File: config.mk
export PLATFORM = sky130hd
export DESIGN_NAME = firebird7_in_gate1_tessent_tdr_w19_ctl
export DESIGN_NICKNAME = d
export VERILOG_FILES = /design/src/rtl/firebird7_in_gate1_tessent_tdr_pkg.sv /design/src/rtl/firebird7_in_gate1_tessent_tdr_shift_cnt.sv /design/src/rtl/firebird7_in_gate1_tessent_tdr_w19_ctl.sv
export SDC_FILE = /design/constraint.sdc
export NUM_CORES = 1
export LEC_CHECK = 0
export CELL_PAD_IN_SITES_DETAIL_PLACEMENT = 1
export CELL_PAD_IN_SITES_GLOBAL_PLACEMENT = 1
export CORE_MARGIN = 1.5
export CORE_UTILIZATION = 35
export DETAILED_ROUTE_END_ITERATION = 8
export MAX_ROUTING_LAYER = met4
export PLACE_DENSITY = 0.86
export SKIP_CTS_REPAIR_TIMING = 1
export SLEW_MARGIN = 15
export SYNTH_ARGS = -nofsm -noshare
export SYNTH_HDL_FRONTEND = slang
export SYNTH_SLANG_ARGS = --single-unit
export TNS_END_PERCENT = 1
File: constraint.sdc
create_clock -name ijtag_tck -period 1.64 [get_ports ijtag_tck]
set_input_delay 0.164 -clock ijtag_tck [delete_from_list [all_inputs] [get_ports ijtag_tck]]
set_output_delay 0.164 -clock ijtag_tck [all_outputs]
set_load 0.02 [all_outputs]
File: src/rtl/firebird7_in_gate1_tessent_tdr_pkg.sv
// -----------------------------------------------------------------------------
// firebird7_in_gate1_tessent_tdr_pkg
// Shared definitions for the IJTAG test data register that drives the 19-bit
// IJTAG/functional data mux.
//   - chain_len()     : chain length for a given data width (data + select bit)
//   - SEL_BIT         : position of the select bit inside the chain
//   - guard_state_e   : shift-length guard states
//   - guard_decode()  : maps the shift counter value onto a guard state
// -----------------------------------------------------------------------------
package firebird7_in_gate1_tessent_tdr_pkg;

  localparam int DEF_WIDTH = 19;
  localparam int SEL_BIT   = 0;

  // The chain carries the data field plus one select bit.
  function automatic int chain_len(input int width);
    return width + 1;
  endfunction

  localparam int CHAIN_LEN = chain_len(DEF_WIDTH);

  typedef enum logic [1:0] {
    CLEAN = 2'd0,  // fewer than L shifts since the last capture/update
    ARMED = 2'd1,  // exactly L shifts: an update may be accepted
    OVER  = 2'd2   // more than L shifts (counter parked at L+1)
  } guard_state_e;

  function automatic guard_state_e guard_decode(input int unsigned cnt,
                                                input int unsigned len);
    if (cnt < len) begin
      return CLEAN;
    end else if (cnt == len) begin
      return ARMED;
    end else begin
      return OVER;
    end
  endfunction

endpackage

File: src/rtl/firebird7_in_gate1_tessent_tdr_shift_cnt.sv
// -----------------------------------------------------------------------------
// firebird7_in_gate1_tessent_tdr_shift_cnt
// Saturating shift counter and guard-state decode for the TDR.
// Ports:
//   clk     in   clock (TCK)
//   srst    in   synchronous active-high reset
//   i_clr   in   restart counting (capture or update)
//   i_inc   in   one shift happened
//   o_cnt   out  current shift count, saturates at CHAIN_LEN+1
//   o_state out  guard state decoded from o_cnt
// -----------------------------------------------------------------------------
module firebird7_in_gate1_tessent_tdr_shift_cnt
  import firebird7_in_gate1_tessent_tdr_pkg::*;
#(
  parameter int CHAIN_LEN_P = CHAIN_LEN,
  parameter int CNT_W       = $clog2(CHAIN_LEN_P + 2)
) (
  input  logic             clk,
  input  logic             srst,
  input  logic             i_clr,
  input  logic             i_inc,
  output logic [CNT_W-1:0] o_cnt,
  output guard_state_e     o_state
);

  localparam logic [CNT_W-1:0] CNT_SAT = CNT_W'(CHAIN_LEN_P + 1);

  logic [CNT_W-1:0] r_cnt_reg;
  logic [CNT_W-1:0] w_cnt_next;

  always_ff @(posedge clk) begin
    if (srst) begin
      r_cnt_reg <= '0;
    end else begin
      r_cnt_reg <= w_cnt_next;
    end
  end

  // Saturating at L+1 keeps an overshift visible no matter how long the
  // shift runs; the counter never wraps back into ARMED.
  always_comb begin
    w_cnt_next = r_cnt_reg;
    if (i_clr) begin
      w_cnt_next = '0;
    end else if (i_inc && (r_cnt_reg != CNT_SAT)) begin
      w_cnt_next = r_cnt_reg + CNT_W'(1);
    end
  end

  always_comb begin
    o_cnt   = r_cnt_reg;
    o_state = guard_decode(int'(r_cnt_reg), CHAIN_LEN_P);
  end

endmodule

File: src/rtl/firebird7_in_gate1_tessent_tdr_w19_ctl.sv
// -----------------------------------------------------------------------------
// firebird7_in_gate1_tessent_tdr_w19_ctl
// IJTAG test data register feeding the 19-bit IJTAG/functional data mux.
// Chain layout: bit 0 = select, bits [L-1:1] = data, shifted right (si enters
// at the top, so is bit 0). Updates after a shift of the wrong length are
// dropped when UPDATE_GUARD=1 and flagged on the sticky update_rejected.
// Ports:
//   ijtag_tck        in   clock, rising edge
//   ijtag_reset      in   synchronous active-high reset
//   ijtag_sel        in   TDR selected; qualifies ce/se/ue
//   ijtag_si         in   scan in
//   ijtag_ce         in   capture enable (highest priority)
//   ijtag_se         in   shift enable
//   ijtag_ue         in   update enable (lowest priority)
//   ijtag_so         out  scan out = chain bit 0
//   capture_data_in  in   mux data_out observed on capture
//   ijtag_data_out   out  update register data field
//   ijtag_select     out  update register select bit
//   update_rejected  out  sticky: a guarded update was dropped
// -----------------------------------------------------------------------------
module firebird7_in_gate1_tessent_tdr_w19_ctl
  import firebird7_in_gate1_tessent_tdr_pkg::*;
#(
  parameter int               WIDTH        = 19,
  parameter logic [WIDTH-1:0] RESET_VALUE  = '0,
  parameter int               UPDATE_GUARD = 1
) (
  input  logic             ijtag_tck,
  input  logic             ijtag_reset,
  input  logic             ijtag_sel,
  input  logic             ijtag_si,
  input  logic             ijtag_ce,
  input  logic             ijtag_se,
  input  logic             ijtag_ue,
  output logic             ijtag_so,
  input  logic [WIDTH-1:0] capture_data_in,
  output logic [WIDTH-1:0] ijtag_data_out,
  output logic             ijtag_select,
  output logic             update_rejected
);

  localparam int L     = chain_len(WIDTH);
  localparam int CNT_W = $clog2(L + 2);

  logic [L-1:0]     r_shift_reg;
  logic [WIDTH-1:0] r_upd_data_reg;
  logic             r_upd_sel_reg;
  logic             r_rejected_reg;

  logic             w_cap;
  logic             w_shift;
  logic             w_upd;
  logic             w_upd_accept;
  logic [CNT_W-1:0] w_cnt;
  guard_state_e     w_guard;

  // One operation per edge, ce > se > ue, all qualified by sel.
  assign w_cap   = ijtag_sel & ijtag_ce;
  assign w_shift = ijtag_sel & ijtag_se & ~ijtag_ce;
  assign w_upd   = ijtag_sel & ijtag_ue & ~ijtag_ce & ~ijtag_se;

  assign w_upd_accept = w_upd & ((UPDATE_GUARD == 0) || (w_guard == ARMED));

  firebird7_in_gate1_tessent_tdr_shift_cnt #(
    .CHAIN_LEN_P (L),
    .CNT_W       (CNT_W)
  ) u_shift_cnt (
    .clk     (ijtag_tck),
    .srst    (ijtag_reset),
    .i_clr   (w_cap | w_upd),
    .i_inc   (w_shift),
    .o_cnt   (w_cnt),
    .o_state (w_guard)
  );

  always_ff @(posedge ijtag_tck) begin
    if (ijtag_reset) begin
      r_shift_reg    <= '0;
      r_upd_data_reg <= RESET_VALUE;
      r_upd_sel_reg  <= 1'b0;
      r_rejected_reg <= 1'b0;
    end else begin
      // Capture reads back the current select alongside the mux output so a
      // full readback shows both halves of the override.
      if (w_cap) begin
        r_shift_reg <= {capture_data_in, r_upd_sel_reg};
      end else if (w_shift) begin
        r_shift_reg <= {ijtag_si, r_shift_reg[L-1:1]};
      end

      if (w_upd_accept) begin
        r_upd_data_reg <= r_shift_reg[L-1:SEL_BIT+1];
        r_upd_sel_reg  <= r_shift_reg[SEL_BIT];
      end else if (w_upd) begin
        r_rejected_reg <= 1'b1;
      end
    end
  end

  assign ijtag_so        = r_shift_reg[0];
  assign ijtag_data_out  = r_upd_data_reg;
  assign ijtag_select    = r_upd_sel_reg;
  assign update_rejected = r_rejected_reg;

endmodule
# --- After elaboration in Yosys (flattened, before gate mapping) ---
# Cells that the tools add are included.
classes:
  eq_ne: 3
  addsub: 1
  order_cmp: 1
  n_mux: 4
  bitwise_logic: 11
  n_reduce_logical: 4
op_table:
  columns: ["operator", "n"]
  rows:
  - ["$mux 20", 2]
  - ["$and 1x1->1", 7]
  - ["$add 5x1->5 const B", 1]
  - ["$eq 5x5->1 const B", 1]
  - ["$lt 5x5->1 const B", 1]
  - ["$ne 5x5->1 const B", 1]
  - ["$mux 2", 2]
  - ["$not 1->1", 3]
  - ["$eq 2x1->1 const B", 1]
  - ["$reduce_and 2->1", 1]
  - ["$reduce_bool 2->1", 1]
  - ["$reduce_or 2->1", 1]
  - ["$logic_and 1x1->1", 1]
  - ["$or 1x1->1", 1]
totals:
  out_inout_bits: 22
  input_bits: 26
  regBits: 46

# --- Logic depth before layout (Yosys ltp) ---
depth:
  depth_word: 7
  mapped_depth: 6
  depth_no_buf: 5

# --- Hierarchy ---
# From an unflattened synthesis, not the netlist that was laid out.
unflattened:
  cells_unflattened: 263
  area_unflattened_um2: 2213.4
by_module_without_submodules:
  columns: ["module", "cells_per_inst", "n_inst", "seq_area_each_um2", "area_each_um2"]
  rows:
  - ["firebird7_in_gate1_tessent_tdr_w19_ctl", 232, 1, 820.8, 1923.1]
  - ["firebird7_in_gate1_tessent_tdr_shift_cnt", 31, 1, 100.1, 290.3]

# --- Worst setup path after synthesis ---
# Ideal clock, no wire load.
synth_timing:
  path_kind: "reg-to-reg"
  start: "register u_shift_cnt.r_cnt_reg[1], in the netlist u_shift_cnt.o_cnt[1]"
  end: "register u_shift_cnt.r_cnt_reg[3], in the netlist u_shift_cnt.o_cnt[3]"
  slack_ns: 0.224
  stages_incl_launch_ff: 6
  period_less_slack_ns: 1.416
  setup_ns: 0.070
  t_arrival_ns: 1.346
  cell_sequence: "dfxtp_1 inv_1 ha_1 and4b_1 or4_1 a21oi_1"
synth_via:
  elab_chain_cells: 2
  word_cells_on_any_way: 3
  cone_classes: "add/sub (1); eq/ne (1); reduce/logical (1)"
synth_lines:
  columns: ["element", "line_no", "source"]
  rows:
  - ["start: declaration", "firebird7_in_gate1_tessent_tdr_shift_cnt.sv:28", "logic [CNT_W-1:0] r_cnt_reg;"]
  - ["start signal: assignment", "firebird7_in_gate1_tessent_tdr_shift_cnt.sv:35", "r_cnt_reg <= w_cnt_next;"]
  - ["branches (longest 2 deep; another with $add 5x1->5)", null, null]
# Several ways; the timed one is not identified.
# A chain may end at the register's enable or synchronous reset.

# --- Final worst setup path ---
# Same ends and word-level chain as after synthesis.

==> results.yml <==
floorplanning:
  rows: 26
  io_pins: 48
  die_height_um: 77.2
  initial_core_util_pct: 37.0
  die_area_sq_um: 5960
  core_area_sq_um: 5200
  die_x_um: 77.2
global_routing:
  grt_overflow_total: 0
  grt_pass1_vias: 1982
  grt_pass1_wl_um: 9570
  grt_max_degree: 42
  grt_usage_pct: 21.1
  antenna_found_initial: 0
worst_setup_path:
  crit_type: "register to register"
  path_cells: "inv_1 > ha_1 > and4b_1 > or4_1 > a21oi_1"
  crit_path_end_kind: "register"
  slowest_delay_ns: 0.47
  cpMaxStageDelayCell: "or4_1"
  crit_buf_inv: 1
  crit_family: "simple AND/OR/NAND/NOR gates"
  worstPathRequired_ns: 1.88
  reg2reg_to: "u_shift_cnt.o_cnt[3]$_SDFFE_PP0P_"
  r2r_slack_ns: 0.12
  cp_max_fo: 4
  reg2regPathDepth: 5
  r2r_start: "u_shift_cnt.o_cnt[1]$_SDFFE_PP0P_"
  start_kind: "register"
  critPathArrivalTime_ns: 1.76
route:
  routed_via_density: 5.53
  routed_wl_um: 5720
  top_layer: "met4"
  first_pass_iters: 4
  drt_iter0_markers: 76
  wl_per_cell_um: 16.7
  drc: 0
  via_count: 1896
  met3_length_um: 214
  wl_met1_um: 2510
  ant_nets: 0
  wl_met2_um: 2860
layout:
  largest_register_ffs: 20
  final_area_sq_um: 2630
  final_cells: 343
  antenna_cells: 0
  area_growth_pct: 36.6
  nets: 301
  drive_above_1_share_pct: 8.06
synth:
  async_reset_ff_share_pct: 0
  ys_seq_elements: 46
  synth_area_leader_cell: "dfxtp_1"
  ys_seq_area_share_pct: 47.8
  synth.distinct_cells: 27
  yosys.cell_count.top_type: "dfxtp_1"
  yosys-top-cells-count: "dfxtp_1 (46), a21oi_1 (45), nand2_1 (24)"
  syn_inst: 227
  synth_top_area_share_pct: 47.8
  synth_edf_count: 0
  syn_area_per_cell_sq_um: 8.49
  synthesis.nets: 256
  synthTopCellsByArea: "dfxtp_1 (48%), a21oi_1 (12%), a22oi_1 (7.0%)"
  synth_flop_cell: "dfxtp_1"
  yosys_warnings: 0
  synth_area_sq_um: 1930
sta:
  skew_ns: 0.00600
  maxClockFrequency_mhz: 658
  slew_headroom_pct: 71.8
  setup_viol: 0
  hold_viol: 0
  fin_crit_ns: 1.52
  period_share_pct: 92.7
  rsz0062_at_grt: "false"
  worstMarginPinSlew_ns: 0.424
  slew_violations: 0
clock_tree:
  htreeDepth: 2
  cts_tree: "done"
  cts-root-buf: "clkbuf_8"
  clkTransAtPathRegs_ns: 0.09
  cts_buffer_depth: 2
  clock-sinks: 46
  clk_latency_ns: 0.30
  cts_made_buffers: 5
run:
  max_cap_violations: 0
power:
  peakVddDrop_mv: 0.389
  power_density_nw_per_um2: 840
  p_leak_uw: 0.000875
worst_hold_path:
  hold-path-cell-count: 2
  hold_end: "update_rejected$_SDFFE_PP0P_"
  hold_start: "update_rejected$_SDFFE_PP0P_"
  hold_path.class: "register to register"
place:
  io_buffer_count: 47
  post-dp-hpwl_um: 4020
  gp_congestion: 0.826
  placed_cells: 335
  place_area_sq_um: 2520
outcome:
  status: "completed"
## where the power goes
part | leakage [uW] | internal (uW) | switching, uW
Combinational | 0.000448 | 106 | 102
Sequential | 0.000374 | 1140 | 23.4
Clock | 0.0000524 | 456 | 380
Total | 0.000875 | 1710 | 506
## layout by cell type (no fill, tap or decap)
master,Yosys,layout
nand4b_1,3,3
nand4bb_1,1,1
a22oi_1,18,18
nand2b_1,1,1
dfxtp_2,0,1
buf_4,0,7
nand3_1,23,23
and4bb_2,1,1
a21oi_1,45,45
o31ai_1,1,1
and3b_1,1,1
nand2_1,24,24
clkbuf_1,10,2
clkbuf_8,0,5
dfxtp_1,46,45
clkdlybuf4s50_1,0,47
nand3b_4,1,1
or4_1,1,1
o21ai_1,2,2
inv_1,2,2
xor2_1,1,1
bufinv_16,0,1
buf_12,0,4
a311oi_1,2,2
and4b_1,2,2
o21ai_0,21,21
or3_1,1,1
ha_1,3,3
and2_2,0,1
nor2_1,5,5
o21ai_2,1,1
## metal layers
metal | GRT usage (%) | up-vias
met5 | - | -
li1 | - | 909
met1 | 24.3 | 929
met4 | 9.82 | 0
met3 | 4.17 | 11
met2 | 35.0 | 47
## final cells by class
cell class | count | area, sq um
inverter | 2 | 7.51
fill | 612 | 2570
sequential | 46 | 922
timing repair buffer | 58 | 603
clock inverter | 1 | 30.0
multi-input combinational | 159 | 906
clock buffer | 7 | 76.3
tap | 70 | 87.6
## through the flow
step	setup WS, ns	hold WS [ns]	total power (uW)	TNS [ns]	util, %
after floorplan	0.224	0.326	1280	0	-
after global placement	-0.124	0.459	1390	-1.92	48.5
after detailed placement	-0.272	0.461	1400	-3.85	48.5
after CTS	0.0575	0.472	2230	0	50.5
after global routing	0.0208	0.483	2300	0	50.6
final	0.120	0.469	2210	0	50.6
## kinds of logic after synthesis
logic type                 synth area share (%)
xor gates and xnor gates                  0.455
DFF                                        47.8
adders and majority gates                  1.95
AOI/OAI and AO/OA                          26.4
and+or+nand+nor                            18.1
buffers and inverters                      5.26
## how the worst max path moves through the flow
stage,start,end,slack [ns],depth (start not counted)
after floorplan,u_shift_cnt.o_cnt[1]$_SDFFE_PP0P_,u_shift_cnt.o_cnt[3]$_SDFFE_PP0P_,0.22,5
after global placement,ijtag_sel,r_shift_reg[4]$_SDFFE_PP0P_,-0.12,4
after detailed placement,ijtag_sel,r_shift_reg[1]$_SDFFE_PP0P_,-0.27,4
after CTS,ijtag_sel,r_shift_reg[1]$_SDFFE_PP0P_,0.06,4
after global routing,u_shift_cnt.o_cnt[1]$_SDFFE_PP0P_,u_shift_cnt.o_cnt[3]$_SDFFE_PP0P_,0.02,5
final,u_shift_cnt.o_cnt[1]$_SDFFE_PP0P_,u_shift_cnt.o_cnt[3]$_SDFFE_PP0P_,0.12,5
## tightest hold or removal path: cells and delay by family (launching register included)
family | cells | cell delay (ns)
AOI/OAI and AO/OA | 1 | 0.04
DFF | 1 | 0.33
and+or+nand+nor | 1 | 0.07
No activity file was read; power rests on OpenSTA's default activity.
